===== src/rtl/ethhelper_pkg.sv =====
// Shared definitions for the R-channel stream packer: output phase encoding,
// metadata field placement and stream type tags.
package ethhelper_pkg;

    typedef enum logic {
        PH_DATA = 1'b0,
        PH_META = 1'b1
    } phase_e;

    localparam int META_RID_LSB = 0;

    // Metadata fields sit directly above the RID, so their offsets depend on ID width.
    function automatic int meta_resp_lsb(input int id_width);
        return id_width;
    endfunction

    function automatic int meta_last_bit(input int id_width);
        return id_width + 2;
    endfunction

    function automatic int meta_type_lsb(input int id_width);
        return id_width + 3;
    endfunction

    localparam logic [2:0] STREAM_TYPE_R = 3'b000;

endpackage


===== src/rtl/axi_r_stream_packer_if.sv =====
// Bus bundle for the packer: captured R-channel beat in, back-pressure to the
// interposer, and the AXI-Stream master out.
interface axi_r_stream_packer_if #(
    parameter int DATA_WIDTH = 128,
    parameter int ID_WIDTH   = 32
);
    logic                  in_valid;
    logic [ID_WIDTH-1:0]   in_rid;
    logic [DATA_WIDTH-1:0] in_rdata;
    logic [1:0]            in_rresp;
    logic                  in_rlast;
    logic                  can_forwardR;
    logic                  m_axis_tvalid;
    logic [DATA_WIDTH-1:0] m_axis_tdata;
    logic                  m_axis_tlast;
    logic                  m_axis_tready;

    modport slave (
        input  in_valid, in_rid, in_rdata, in_rresp, in_rlast, m_axis_tready,
        output can_forwardR, m_axis_tvalid, m_axis_tdata, m_axis_tlast
    );

    modport master (
        output in_valid, in_rid, in_rdata, in_rresp, in_rlast, m_axis_tready,
        input  can_forwardR, m_axis_tvalid, m_axis_tdata, m_axis_tlast
    );
endinterface


===== src/rtl/r_beat_fifo.sv =====
// Small synchronous beat buffer; pushes while full and pops while empty are ignored.
module r_beat_fifo #(
    parameter int WIDTH = 8,
    parameter int DEPTH = 4
) (
    input  logic                     clk,
    input  logic                     reset,
    input  logic                     push,
    input  logic                     pop,
    input  logic [WIDTH-1:0]         wdata,
    output logic [WIDTH-1:0]         head,
    output logic                     full,
    output logic                     empty,
    output logic [$clog2(DEPTH):0]   count
);
    localparam int PTR_W = $clog2(DEPTH);

    logic [WIDTH-1:0] mem_q [DEPTH];
    logic [PTR_W-1:0] wr_ptr_q, rd_ptr_q;
    logic [PTR_W:0]   count_q;
    logic             do_push, do_pop;

    assign full    = (count_q == (PTR_W + 1)'(DEPTH));
    assign empty   = (count_q == '0);
    assign count   = count_q;
    assign head    = mem_q[rd_ptr_q];
    assign do_push = push && !full;
    assign do_pop  = pop && !empty;

    // NOTE: storage carries no reset; validity is tracked by count_q alone.
    always_ff @(posedge clk) begin
        if (do_push) mem_q[wr_ptr_q] <= wdata;
    end

    // NOTE: sequential state uses non-blocking assignments only.
    always_ff @(posedge clk or posedge reset) begin
        if (reset) begin
            wr_ptr_q <= '0;
            rd_ptr_q <= '0;
            count_q  <= '0;
        end else begin
            if (do_push) wr_ptr_q <= wr_ptr_q + 1'b1;
            if (do_pop)  rd_ptr_q <= rd_ptr_q + 1'b1;
            unique case ({do_push, do_pop})
                2'b10:   count_q <= count_q + 1'b1;
                2'b01:   count_q <= count_q - 1'b1;
                default: count_q <= count_q;
            endcase
        end
    end
endmodule


===== src/rtl/axi_r_stream_packer.sv =====
// Buffers captured R beats and emits each one as a data word followed by a
// metadata word on an AXI-Stream master; counts completed bursts.
module axi_r_stream_packer
    import ethhelper_pkg::*;
#(
    parameter int                           DATA_WIDTH        = 128,
    parameter int                           ID_WIDTH          = 32,
    parameter int                           STREAM_TYPE_WIDTH = 3,
    parameter logic [STREAM_TYPE_WIDTH-1:0] STREAM_TYPE       = STREAM_TYPE_WIDTH'(STREAM_TYPE_R),
    parameter int                           FIFO_DEPTH        = 4
) (
    input  logic                  clk,
    input  logic                  reset,
    axi_r_stream_packer_if.slave  bus,
    output logic [15:0]           burst_count,
    output logic                  overflow_err
);
    localparam int CNT_W         = $clog2(FIFO_DEPTH) + 1;
    localparam int META_RESP_LSB = meta_resp_lsb(ID_WIDTH);
    localparam int META_LAST_BIT = meta_last_bit(ID_WIDTH);
    localparam int META_TYPE_LSB = meta_type_lsb(ID_WIDTH);

    if (DATA_WIDTH < ID_WIDTH + STREAM_TYPE_WIDTH + 3) begin : g_bad_width
        $error("axi_r_stream_packer: DATA_WIDTH too narrow for metadata word");
    end
    if (FIFO_DEPTH < 2 || (FIFO_DEPTH & (FIFO_DEPTH - 1)) != 0) begin : g_bad_depth
        $error("axi_r_stream_packer: FIFO_DEPTH must be a power of two >= 2");
    end

    typedef struct packed {
        logic [ID_WIDTH-1:0]   rid;
        logic [1:0]            rresp;
        logic                  rlast;
        logic [DATA_WIDTH-1:0] rdata;
    } beat_t;

    beat_t             in_beat, head;
    logic              fifo_full, fifo_empty, fifo_pop;
    logic [CNT_W-1:0]  fifo_count;
    phase_e            phase_q, phase_d;
    logic [15:0]       burst_count_q, burst_count_d;
    logic              overflow_q, overflow_d;
    logic              tvalid, tlast, handshake;
    logic [DATA_WIDTH-1:0] meta_word, tdata;

    assign in_beat = '{rid: bus.in_rid, rresp: bus.in_rresp, rlast: bus.in_rlast, rdata: bus.in_rdata};

    r_beat_fifo #(
        .WIDTH ($bits(beat_t)),
        .DEPTH (FIFO_DEPTH)
    ) u_fifo (
        .clk   (clk),
        .reset (reset),
        .push  (bus.in_valid),
        .pop   (fifo_pop),
        .wdata (in_beat),
        .head  (head),
        .full  (fifo_full),
        .empty (fifo_empty),
        .count (fifo_count)
    );

    // Permission follows registered occupancy only; a pop this cycle does not free a slot early.
    assign bus.can_forwardR = !reset && (fifo_count < CNT_W'(FIFO_DEPTH));

    // NOTE: every always_comb output gets a default first so no latch is inferred.
    always_comb begin
        meta_word = '0;
        meta_word[META_RID_LSB +: ID_WIDTH]           = head.rid;
        meta_word[META_RESP_LSB +: 2]                 = head.rresp;
        meta_word[META_LAST_BIT]                      = head.rlast;
        meta_word[META_TYPE_LSB +: STREAM_TYPE_WIDTH] = STREAM_TYPE;
    end

    always_comb begin
        tvalid = 1'b0;
        tlast  = 1'b0;
        tdata  = '0;
        if (phase_q == PH_META) begin
            tvalid = 1'b1;
            tlast  = head.rlast;
            tdata  = meta_word;
        end else if (!fifo_empty) begin
            tvalid = 1'b1;
            tdata  = head.rdata;
        end
    end

    assign handshake = tvalid && bus.m_axis_tready;
    assign fifo_pop  = handshake && (phase_q == PH_META);

    always_comb begin
        phase_d       = phase_q;
        burst_count_d = burst_count_q;
        overflow_d    = overflow_q || (bus.in_valid && fifo_full);
        if (handshake) begin
            if (phase_q == PH_DATA) begin
                phase_d = PH_META;
            end else begin
                phase_d = PH_DATA;
                if (head.rlast) burst_count_d = burst_count_q + 16'd1;
            end
        end
    end

    always_ff @(posedge clk or posedge reset) begin
        if (reset) begin
            phase_q       <= PH_DATA;
            burst_count_q <= '0;
            overflow_q    <= 1'b0;
        end else begin
            phase_q       <= phase_d;
            burst_count_q <= burst_count_d;
            overflow_q    <= overflow_d;
        end
    end

    assign bus.m_axis_tvalid = tvalid;
    assign bus.m_axis_tdata  = tdata;
    assign bus.m_axis_tlast  = tlast;
    assign burst_count       = burst_count_q;
    assign overflow_err      = overflow_q;
endmodule


===== src/flat_wrapper.sv =====
// flat-port wrapper written by rule: the top's interface ports become plain ports
module axi_r_stream_packer_flat import ethhelper_pkg::*;
#(
    parameter int                           DATA_WIDTH        = 128,
    parameter int                           ID_WIDTH          = 32,
    parameter int                           STREAM_TYPE_WIDTH = 3,
    parameter logic [STREAM_TYPE_WIDTH-1:0] STREAM_TYPE       = STREAM_TYPE_WIDTH'(STREAM_TYPE_R),
    parameter int                           FIFO_DEPTH        = 4
)
  (clk, reset, burst_count, overflow_err, bus_in_valid, bus_in_rid, bus_in_rdata, bus_in_rresp, bus_in_rlast, bus_m_axis_tready, bus_can_forwardR, bus_m_axis_tvalid, bus_m_axis_tdata, bus_m_axis_tlast);
  axi_r_stream_packer_if #(.DATA_WIDTH(DATA_WIDTH), .ID_WIDTH(ID_WIDTH)) bus_i ();
  input  logic clk;
  input  logic reset;
  output logic [15:0] burst_count;
  output logic overflow_err;
  input wire logic [$bits(bus_i.in_valid)-1:0] bus_in_valid;
  input wire logic [$bits(bus_i.in_rid)-1:0] bus_in_rid;
  input wire logic [$bits(bus_i.in_rdata)-1:0] bus_in_rdata;
  input wire logic [$bits(bus_i.in_rresp)-1:0] bus_in_rresp;
  input wire logic [$bits(bus_i.in_rlast)-1:0] bus_in_rlast;
  input wire logic [$bits(bus_i.m_axis_tready)-1:0] bus_m_axis_tready;
  output wire logic [$bits(bus_i.can_forwardR)-1:0] bus_can_forwardR;
  output wire logic [$bits(bus_i.m_axis_tvalid)-1:0] bus_m_axis_tvalid;
  output wire logic [$bits(bus_i.m_axis_tdata)-1:0] bus_m_axis_tdata;
  output wire logic [$bits(bus_i.m_axis_tlast)-1:0] bus_m_axis_tlast;
  assign bus_i.in_valid = bus_in_valid;
  assign bus_i.in_rid = bus_in_rid;
  assign bus_i.in_rdata = bus_in_rdata;
  assign bus_i.in_rresp = bus_in_rresp;
  assign bus_i.in_rlast = bus_in_rlast;
  assign bus_i.m_axis_tready = bus_m_axis_tready;
  assign bus_can_forwardR = bus_i.can_forwardR;
  assign bus_m_axis_tvalid = bus_i.m_axis_tvalid;
  assign bus_m_axis_tdata = bus_i.m_axis_tdata;
  assign bus_m_axis_tlast = bus_i.m_axis_tlast;
  axi_r_stream_packer #(.DATA_WIDTH(DATA_WIDTH), .ID_WIDTH(ID_WIDTH), .STREAM_TYPE_WIDTH(STREAM_TYPE_WIDTH), .STREAM_TYPE(STREAM_TYPE), .FIFO_DEPTH(FIFO_DEPTH)) u_core (.clk(clk), .reset(reset), .bus(bus_i), .burst_count(burst_count), .overflow_err(overflow_err));
endmodule

===== config.mk =====
export PLATFORM = sky130hd
export DESIGN_NAME = axi_r_stream_packer_flat
export DESIGN_NICKNAME = d
export VERILOG_FILES = /design/src/rtl/ethhelper_pkg.sv /design/src/rtl/axi_r_stream_packer_if.sv /design/src/rtl/r_beat_fifo.sv /design/src/rtl/axi_r_stream_packer.sv /design/src/flat_wrapper.sv
export SDC_FILE = /design/constraint.sdc
export NUM_CORES = 1
export LEC_CHECK = 0
export CORE_MARGIN = 2
export CORE_UTILIZATION = 30
export CTS_BUF_LIST = sky130_fd_sc_hd__clkbuf_4
export CTS_CLUSTER_DIAMETER = 50
export DETAILED_ROUTE_END_ITERATION = 8
export DONT_BUFFER_PORTS = 1
export GPL_ROUTABILITY_DRIVEN = 0
export GPL_TIMING_DRIVEN = 0
export HOLD_SLACK_MARGIN = 0.15
export PLACE_DENSITY_LB_ADDON = 0.15
export SYNTH_ARGS = -nofsm -noshare
export SYNTH_HDL_FRONTEND = slang
export SYNTH_HIERARCHICAL = 1
export SYNTH_SLANG_ARGS = --single-unit

===== constraint.sdc =====
create_clock -name clk -period 10 [get_ports clk]
set_clock_uncertainty 0.1 [all_clocks]
set_input_delay 2 -clock clk [delete_from_list [all_inputs] [get_ports clk]]
set_output_delay 2 -clock clk [all_outputs]
set_load 0.01 [all_outputs]

==> results of run 1 <==
==> cell type report <==
type                            count  area, um2  share of cell area (%)
Sequential cell                   677      20200                   67.34
Clock inverter                     52      322.8                   1.076
Multi-Input combinational cell    364       5125                   17.08
Buffer                             56      476.7                   1.589
Tap cell                         1144       1431                   4.770
Clock buffer                      271       2034                   6.780
Antenna cell                        4      10.01                 0.03336
Timing Repair Buffer               14      370.4                   1.234
Inverter                            8      30.03                  0.1001
==> critical path, cell delays in order, from the launching register on <==
cell and delay [ns]:
dfrtp_1 0.33, clkbuf_1 0.91, buf_2 0.51, mux4_2 0.38
and2_1 0.25, a21o_1 0.21
==> registers in the layout (all words and copies together) (netlist names) <==
| name | flops |
|---|---|
| u_core/burst_count | 16 |
| u_core/overflow_err | 1 |
| u_core/phase_q | 1 |
| u_core/u_fifo/count | 3 |
| u_core/u_fifo/mem_q | 652 |
| u_core/u_fifo/rd_ptr_q | 2 |
| u_core/u_fifo/wr_ptr_q | 2 |
==> per-stage QoR <==
stage	setup slack, ns	util (%)	power (mW)	TNS (ns)	hold slack, ns
6_report	4.322	35.18	9.168	0	0.4450
5_1_grt	4.030	35.18	9.734	0	0.4807
4_1_cts	3.993	35.17	9.442	0	0.4529
3_5_place_dp	5.217	32.41	6.934	0	0.4378
3_3_place_gp	-0.9220	31.96	7.035	-582.15	0.4264
2_1_floorplan	3.263	-	5.990	0	0.3932
==> Yosys cell counts <==
cell / number / area (um2)
edfxtp_1: 652 / 19580
mux4_2: 163 / 3671
and2_1: 100 / 625.6
a22o_1: 34 / 297.8
dfrtp_1: 25 / 625.6
buf_2: 21 / 105.1
xnor2_1: 16 / 140.1
clkbuf_1: 13 / 48.80
buf_12: 11 / 220.2
inv_1: 8 / 30.03
buf_6: 7 / 78.83
nand3_1: 7 / 35.03
ha_1: 6 / 75.07
nor2_1: 6 / 22.52
nand2_1: 5 / 18.77
nand4_1: 5 / 31.28
xor2_1: 5 / 43.79
mux2_2: 3 / 33.78
a21o_1: 2 / 15.01
and3_1: 2 / 12.51
and4_1: 2 / 17.52
buf_1: 2 / 7.510
buf_4: 2 / 15.01
and4_4: 1 / 11.26
fa_1: 1 / 20.02
mux2i_1: 1 / 10.01
nand2b_1: 1 / 6.260
nor2b_1: 1 / 6.260
nor3_1: 1 / 5.000
nor3b_1: 1 / 7.510
o31a_1: 1 / 8.760
==> worst paths after layout <==
check,to,slack [ns],cells after the start
worst max-delay path,bus_m_axis_tdata[34],4.32,5
worst min-delay path,u_core/u_fifo/count[2],0.44,1
worst max register to register,u_core/burst_count[7],6.89,8
worst min register to register,u_core/u_fifo/count[2],0.44,1
max in group asynchronous,u_core/burst_count[15],8.44,1
min in group asynchronous,u_core/u_fifo/count[2],0.73,1
==> power by group through the flow <==
stage	Clock (mW)	Sequential, mW	Combinational [mW]
final	2.44	3.85	2.88
after global routing	2.70	3.90	3.13
after global placement	0	4.12	2.91
after CTS	2.56	3.86	3.02
after floorplan	0	3.97	2.02
after detailed placement	0	3.92	3.01
==> logic make-up (layout without fill, tap and decap cells) <==
group / count (synthesis) / count (layout) / synth area share (%)
muxes: 167 / 167 / 14.38
DFF: 677 / 677 / 78.24
adders and majority gates: 7 / 7 / 0.3682
and+or+nand+nor: 132 / 132 / 3.096
other: 0 / 4 / 0
AOI/OAI and AO/OA: 37 / 37 / 1.245
buffers and inverters: 64 / 401 / 1.957
xor gates and xnor gates: 21 / 21 / 0.7122
==> per-layer routing <==
layer	track usage (%)	vias to the layer above
met5	0	-
met4	5.580	0
met3	7.282	122
met2	23.02	420
met1	15.18	6137
li1	-	5107
==> cell usage in the layout, fill, tap and decap left out, types with 2 or more instances in the layout <==
cell,n
ha_1,6
diode_2,4
clkinv_1,34
and2_1,96
mux4_2,163
and3_1,2
clkinv_4,2
bufinv_16,3
nor2_1,6
buf_6,7
clkinvlp_4,5
inv_6,3
buf_1,2
clkinv_2,4
and2_4,4
a21o_1,2
xnor2_1,16
buf_12,13
buf_2,21
buf_16,12
clkbuf_4,271
xor2_1,5
nand2_1,5
clkbuf_1,12
nand3_1,7
and4_1,2
inv_1,8
mux2_2,3
dfrtp_1,25
buf_4,2
edfxtp_1,652
nand4_1,5
a22o_1,34
==> results.py, run 1 <==
metrics = {
    "status": {
        "outcome": "finished clean",
    },
    "timing": {
        "fmax_mhz": 176.1,
        "setup_viol": 0,
        "slew_headroom_pct": 17.76,
        "fin_crit_ns": 5.678,
        "post-route-period-util_pct": 56.78,
        "tightest_slew_ns": 1.234,
        "hold_viol": 0,
        "rsz0062_at_grt": "no",
        "maxSlewViolCount": 0,
    },
    "place": {
        "portBuffers": 0,
        "place_inst": 2263,
        "dpl_cell_area_um2": 27640,
        "dp_hpwl_um": 38120,
    },
    "min_path": {
        "min-delay-start": "u_core/u_fifo/count[2]",
        "hold_path.class": "reg -> reg",
    },
    "pwr": {
        "p_comb_share_pct": 31.4,
        "irDropWorstVdd_v": 0.0001050,
        "swShare_pct": 32.00,
        "power.share.clock_pct": 26.6,
        "p_seq_share_pct": 42.0,
        "internal_power_mw": 6.235,
        "powerDensity_nw_per_um2": 305.6,
        "power_leakage_nw": 9.776,
        "p_switching_mw": 2.934,
    },
    "synthesis": {
        "ys_seq_elements": 677,
        "ys_seq_area_share_pct": 78.24,
        "syn-num-nets": 1279,
        "synthDistinctLibCells": 31,
        "ys.warnings.count": 6,
        "synth.avg_cell_area_um2": 23.37,
        "syn_area_um2": 25820,
        "synthCells": 1105,
    },
    "drt": {
        "antenna_left": 0,
        "met1_length_um": 22600,
        "highest_layer": "met4",
        "wl_met3_um": 6448,
        "via_count": 11790,
        "avgRoutedWirePerCell_um": 23.54,
        "viasPerCell": 4.551,
        "wl_um": 60960,
        "route.detailed.drc": 0,
        "drt-initial-drc-count": 538,
        "wl_met2_um": 30450,
        "drt_first_pass_iters": 4,
    },
    "clock_tree": {
        "cts_hold_buf": 0,
        "cts_tree": "done",
        "cts_setup_buffers": 0,
        "cts_max_path_buffers": 3,
        "cts_root_buf": "clkbuf_4",
        "cts_made_buffers": 182,
        "cts_sinks": 677,
        "h-tree-depth": 4,
        "clk_pin_slew_worst_paths_ns": 0.06,
        "cts_resized": 0,
        "clock_latency_ns": 1.00,
    },
    "die": {
        "dieArea_um2": 88450,
        "die_height_um": 297.4,
        "coreArea_um2": 85280,
        "rows": 107,
        "ioPinCount": 315,
        "start_util_pct": 30.28,
        "fp.dieW_um": 297.4,
    },
    "global_route": {
        "grt_pass1_wl_um": 88060,
        "grt_usage_pct": 13.98,
        "antenna_found_initial": 3,
        "grt_max_degree": 50,
        "overflow": 0,
        "first_global_vias": 13050,
    },
    "critical_path": {
        "worstPathArrival_ns": 3.58,
        "startpoint": "u_core/u_fifo/rd_ptr_q[1]",
        "timing.rr.start": "u_core/u_fifo/rd_ptr_q[1]",
        "startpoint_type": "flip-flop",
        "crit_fanout": 10,
        "worstPathRequired_ns": 7.90,
        "critPathKind": "reg -> out",
        "cp-end-kind": "output pin",
    },
    "final_layout": {
        "fillers": 8084,
        "syn_to_final_growth_pct": 16.19,
        "nNetsFinal": 1477,
        "final_cells": 2590,
        "drive_above_1_share_pct": 35.78,
        "final_area_um2": 30010,
    },
    "job": {
        "cap_viol_max_count": 0,
    },
}
No activity file was read; power rests on OpenSTA's default activity.
==> run 2, diff against run 1 <==
--- a/config.mk
+++ b/config.mk
@@ -5,6 +5,7 @@
 export SDC_FILE = /design/constraint.sdc
 export NUM_CORES = 1
 export LEC_CHECK = 0
+export ABC_AREA = 1
 export CORE_MARGIN = 2
 export CORE_UTILIZATION = 30
 export CTS_BUF_LIST = sky130_fd_sc_hd__clkbuf_4
==> constraint.sdc (replaced) <==
create_clock -name clk -period 5.92 [get_ports clk]
set_clock_uncertainty 0.1 [all_clocks]
set_input_delay 1.184 -clock clk [delete_from_list [all_inputs] [get_ports clk]]
set_output_delay 1.184 -clock clk [all_outputs]
set_load 0.01 [all_outputs]
==> run 2 against run 1 <==
Effect of this change:
- first-iteration DRC count up 120%
- die area up 9.3%
- sequential power up 69%
- non-clock buffer count up 266
- register-to-register slack got worse by 4.0 ns
- critical path depth up 3
- core utilization increased by 1.9 points
- synthesized cell count up 120%
- setup slack got worse by 3.3 ns
- largest power group is now combinational cells
- global-route usage rose by 3.7 points
- wire length increased by 41%
==> results.py, run 2 <==
metrics = {
    "status": {
        "outcome": "finished clean",
    },
    "global_route": {
        "first_global_vias": 19540,
        "grt_pass1_wl_um": 126100,
        "overflow": 0,
        "antenna_found_initial": 11,
        "grt_max_degree": 26,
        "grt_usage_pct": 17.68,
    },
    "synthesis": {
        "synth_top_family_by_area": "simple AND/OR/NAND/NOR gates",
        "synth.area.top_cells": "edfxtp_1 69%, nand2_1 9.4%, o211ai_1 8.7%, inv_1 4.8%, dfrtp_1 2.2%",
        "synthDistinctLibCells": 25,
        "ys_seq_area_share_pct": 71.49,
        "syn-num-nets": 2583,
        "synth_xor_xnor_area_share_pct": 0.2479,
        "synth-async-reset-ratio_pct": 3.693,
        "synth.avg_cell_area_um2": 11.73,
        "synth_top_area_share_pct": 69.27,
        "yosys.area.top_type": "edfxtp_1",
        "synth_edf_count": 652,
        "synthCells": 2409,
        "synth_simple_gate_area_share_pct": 12.01,
        "synthMuxAreaShare_pct": 0,
        "synth-compound-area-share_pct": 8.818,
        "syn_area_um2": 28260,
        "synth_fa_ha_area_share_pct": 0.3364,
        "synthFlopType": "edfxtp_1",
        "ys.warnings.count": 6,
        "synth.top_cells.by_count": "705 x nand2_1, 652 x edfxtp_1, 364 x inv_1, 326 x o211ai_1, 112 x nor2_1",
        "ys_seq_elements": 677,
        "synth_most_common_cell": "nand2_1",
    },
    "drt": {
        "via_count": 19110,
        "drt-initial-drc-count": 1162,
        "avgRoutedWirePerCell_um": 20.53,
        "viasPerCell": 4.555,
        "route.detailed.drc": 0,
        "wl_um": 86130,
        "antenna_left": 0,
        "drt_first_pass_iters": 5,
    },
    "die": {
        "rows": 112,
        "coreArea_um2": 93330,
        "fp.dieW_um": 310.9,
        "dieArea_um2": 96680,
        "start_util_pct": 30.28,
        "ioPinCount": 315,
        "die_height_um": 310.9,
    },
    "timing": {
        "hold_viol": 0,
        "fin_setup_tns_ns": 0,
        "whs_ns": 0.3464,
        "post-route-period-util_pct": 83.40,
        "slew_headroom_pct": 45.29,
        "rsz0062_at_grt": "no",
        "setup_viol": 0,
        "maxSlewViolCount": 0,
        "fmax_mhz": 202.5,
        "tightest_slew_ns": 0.8197,
        "fin_crit_ns": 4.937,
    },
    "final_layout": {
        "layout_commonest_cell": "nand2_1",
        "nNetsFinal": 2967,
        "largest_register_ffs": 652,
        "final_area_um2": 34650,
        "drive_above_1_share_pct": 13.76,
        "fillers": 9325,
        "syn_to_final_growth_pct": 22.59,
        "final_cell_mix": "705 x nand2_1, 652 x edfxtp_1, 364 x inv_1",
        "largest_register": "u_core/u_fifo/mem_q",
    },
    "place": {
        "portBuffers": 0,
        "dp_hpwl_um": 56380,
        "dpl_cell_area_um2": 30550,
    },
    "critical_path": {
        "crit_buf_inv": 5,
        "startpoint_type": "flip-flop",
        "worstPathArrival_ns": 3.65,
        "max_stage_delay_ns": 0.61,
        "cpMaxStageDelayCell": "clkbuf_2",
        "worstPathRequired_ns": 4.64,
        "crit_path_frequent_cell": "inv_1",
        "crit_fanout": 12,
        "path_cells": "inv_1, nand3_1, inv_1, inv_1, clkbuf_2, buf_2, nand3_1, nand2_1",
        "cp-end-kind": "output pin",
        "critPathTopFamily": "buffers and inverters",
        "critPathKind": "reg -> out",
    },
    "clock_tree": {
        "cts_made_buffers": 185,
        "cts_max_path_buffers": 3,
        "clk_pin_slew_worst_paths_ns": 0.07,
        "cts_root_buf": "clkbuf_4",
        "clock_latency_ns": 1.03,
        "cts_tree": "done",
        "cts_sinks": 677,
        "h-tree-depth": 4,
    },
    "job": {
        "cap_viol_max_count": 0,
    },
    "min_path": {
        "hold_path.class": "in -> reg",
    },
    "pwr": {
        "power_leakage_nw": 13.83,
        "irDropWorstVdd_v": 0.0002135,
        "powerDensity_nw_per_um2": 500.4,
    },
}
-- run 2: repair_timing --
item                      4_1_cts  5_1_grt
gates resized for setup         0        0
buffers inserted                0        0
hold buffers                  166        0
hold endpoints to repair      681        0
-- run 2: per-stage QoR --
step                      setup WS (ns)  instances  utilization [%]  power, mW
after floorplan                 -0.2519       2409                -      10.61
after global placement           -4.880       3663            31.98      13.22
after detailed placement          1.969       3694            32.74      13.25
after CTS                        0.7023       4189            37.11      17.76
after global routing             0.6637       4192            37.12      18.57
final                            0.9826       4195            37.12      17.34
-- run 2: worst register-to-register path, stage by stage (launching register included) --
cell	delay, ns
dfrtp_1	0.41
inv_2	0.10
buf_2	0.49
clkbuf_1	0.55
o211ai_1	0.15
nand2_1	0.13
nand2_1	0.18
nor2_2	0.35
nand3_1	0.21
o21ai_0	0.19
nand2_1	0.07
-- run 2: cell type report --
cell class                      count  area [um2]  share of cell area, %
Inverter                          366        1374                  3.965
Buffer                            139       634.4                  1.831
Clock inverter                     59       390.4                  1.127
Timing Repair Buffer              197        2350                  6.782
Antenna cell                        6       15.01                0.04334
Clock buffer                      270        2027                  5.850
Sequential cell                   677       20200                  58.32
Multi-Input combinational cell   1227        6083                  17.56
Tap cell                         1254        1569                  4.529
-- run 2: path summary, 6_finish.rpt --
check | startpoint | endpoint | slack, ns | depth (start not counted)
setup / recovery | u_core/u_fifo/count[2] | bus_m_axis_tdata[34] | 0.98 | 8
hold reg to reg | u_core/u_fifo/count[0] | u_core/u_fifo/count[0] | 0.41 | 1
hold / removal | bus_m_axis_tready | u_core/burst_count[0] | 0.35 | 2
min in group asynchronous | reset | u_core/u_fifo/wr_ptr_q[0] | 0.53 | 2
max in group asynchronous | reset | u_core/burst_count[2] | 4.45 | 2
setup reg to reg | u_core/u_fifo/rd_ptr_q[0] | u_core/burst_count[14] | 2.86 | 10
-- run 2: logic make-up after synthesis --
group | Yosys count
AND/OR/NAND/NOR | 879
flip-flops | 677
buffers and inverters | 505
AO/OA/AOI/OAI | 333
XOR/XNOR | 8
adder cells (fa/ha/maj) | 7
-- run 2: power by group --
part | internal, mW | total (mW) | switching (mW)
Clock | 2.31 | 4.27 | 1.97
Combinational | 1.77 | 6.58 | 4.81
Sequential | 6.26 | 6.49 | 0.228
-- run 2: routing by layer --
layer  wire length, um  GRT usage [%]
met1             36880          21.85
met2             42240          29.62
met3              5266          5.119
met4              1658          5.907
met5                80              0
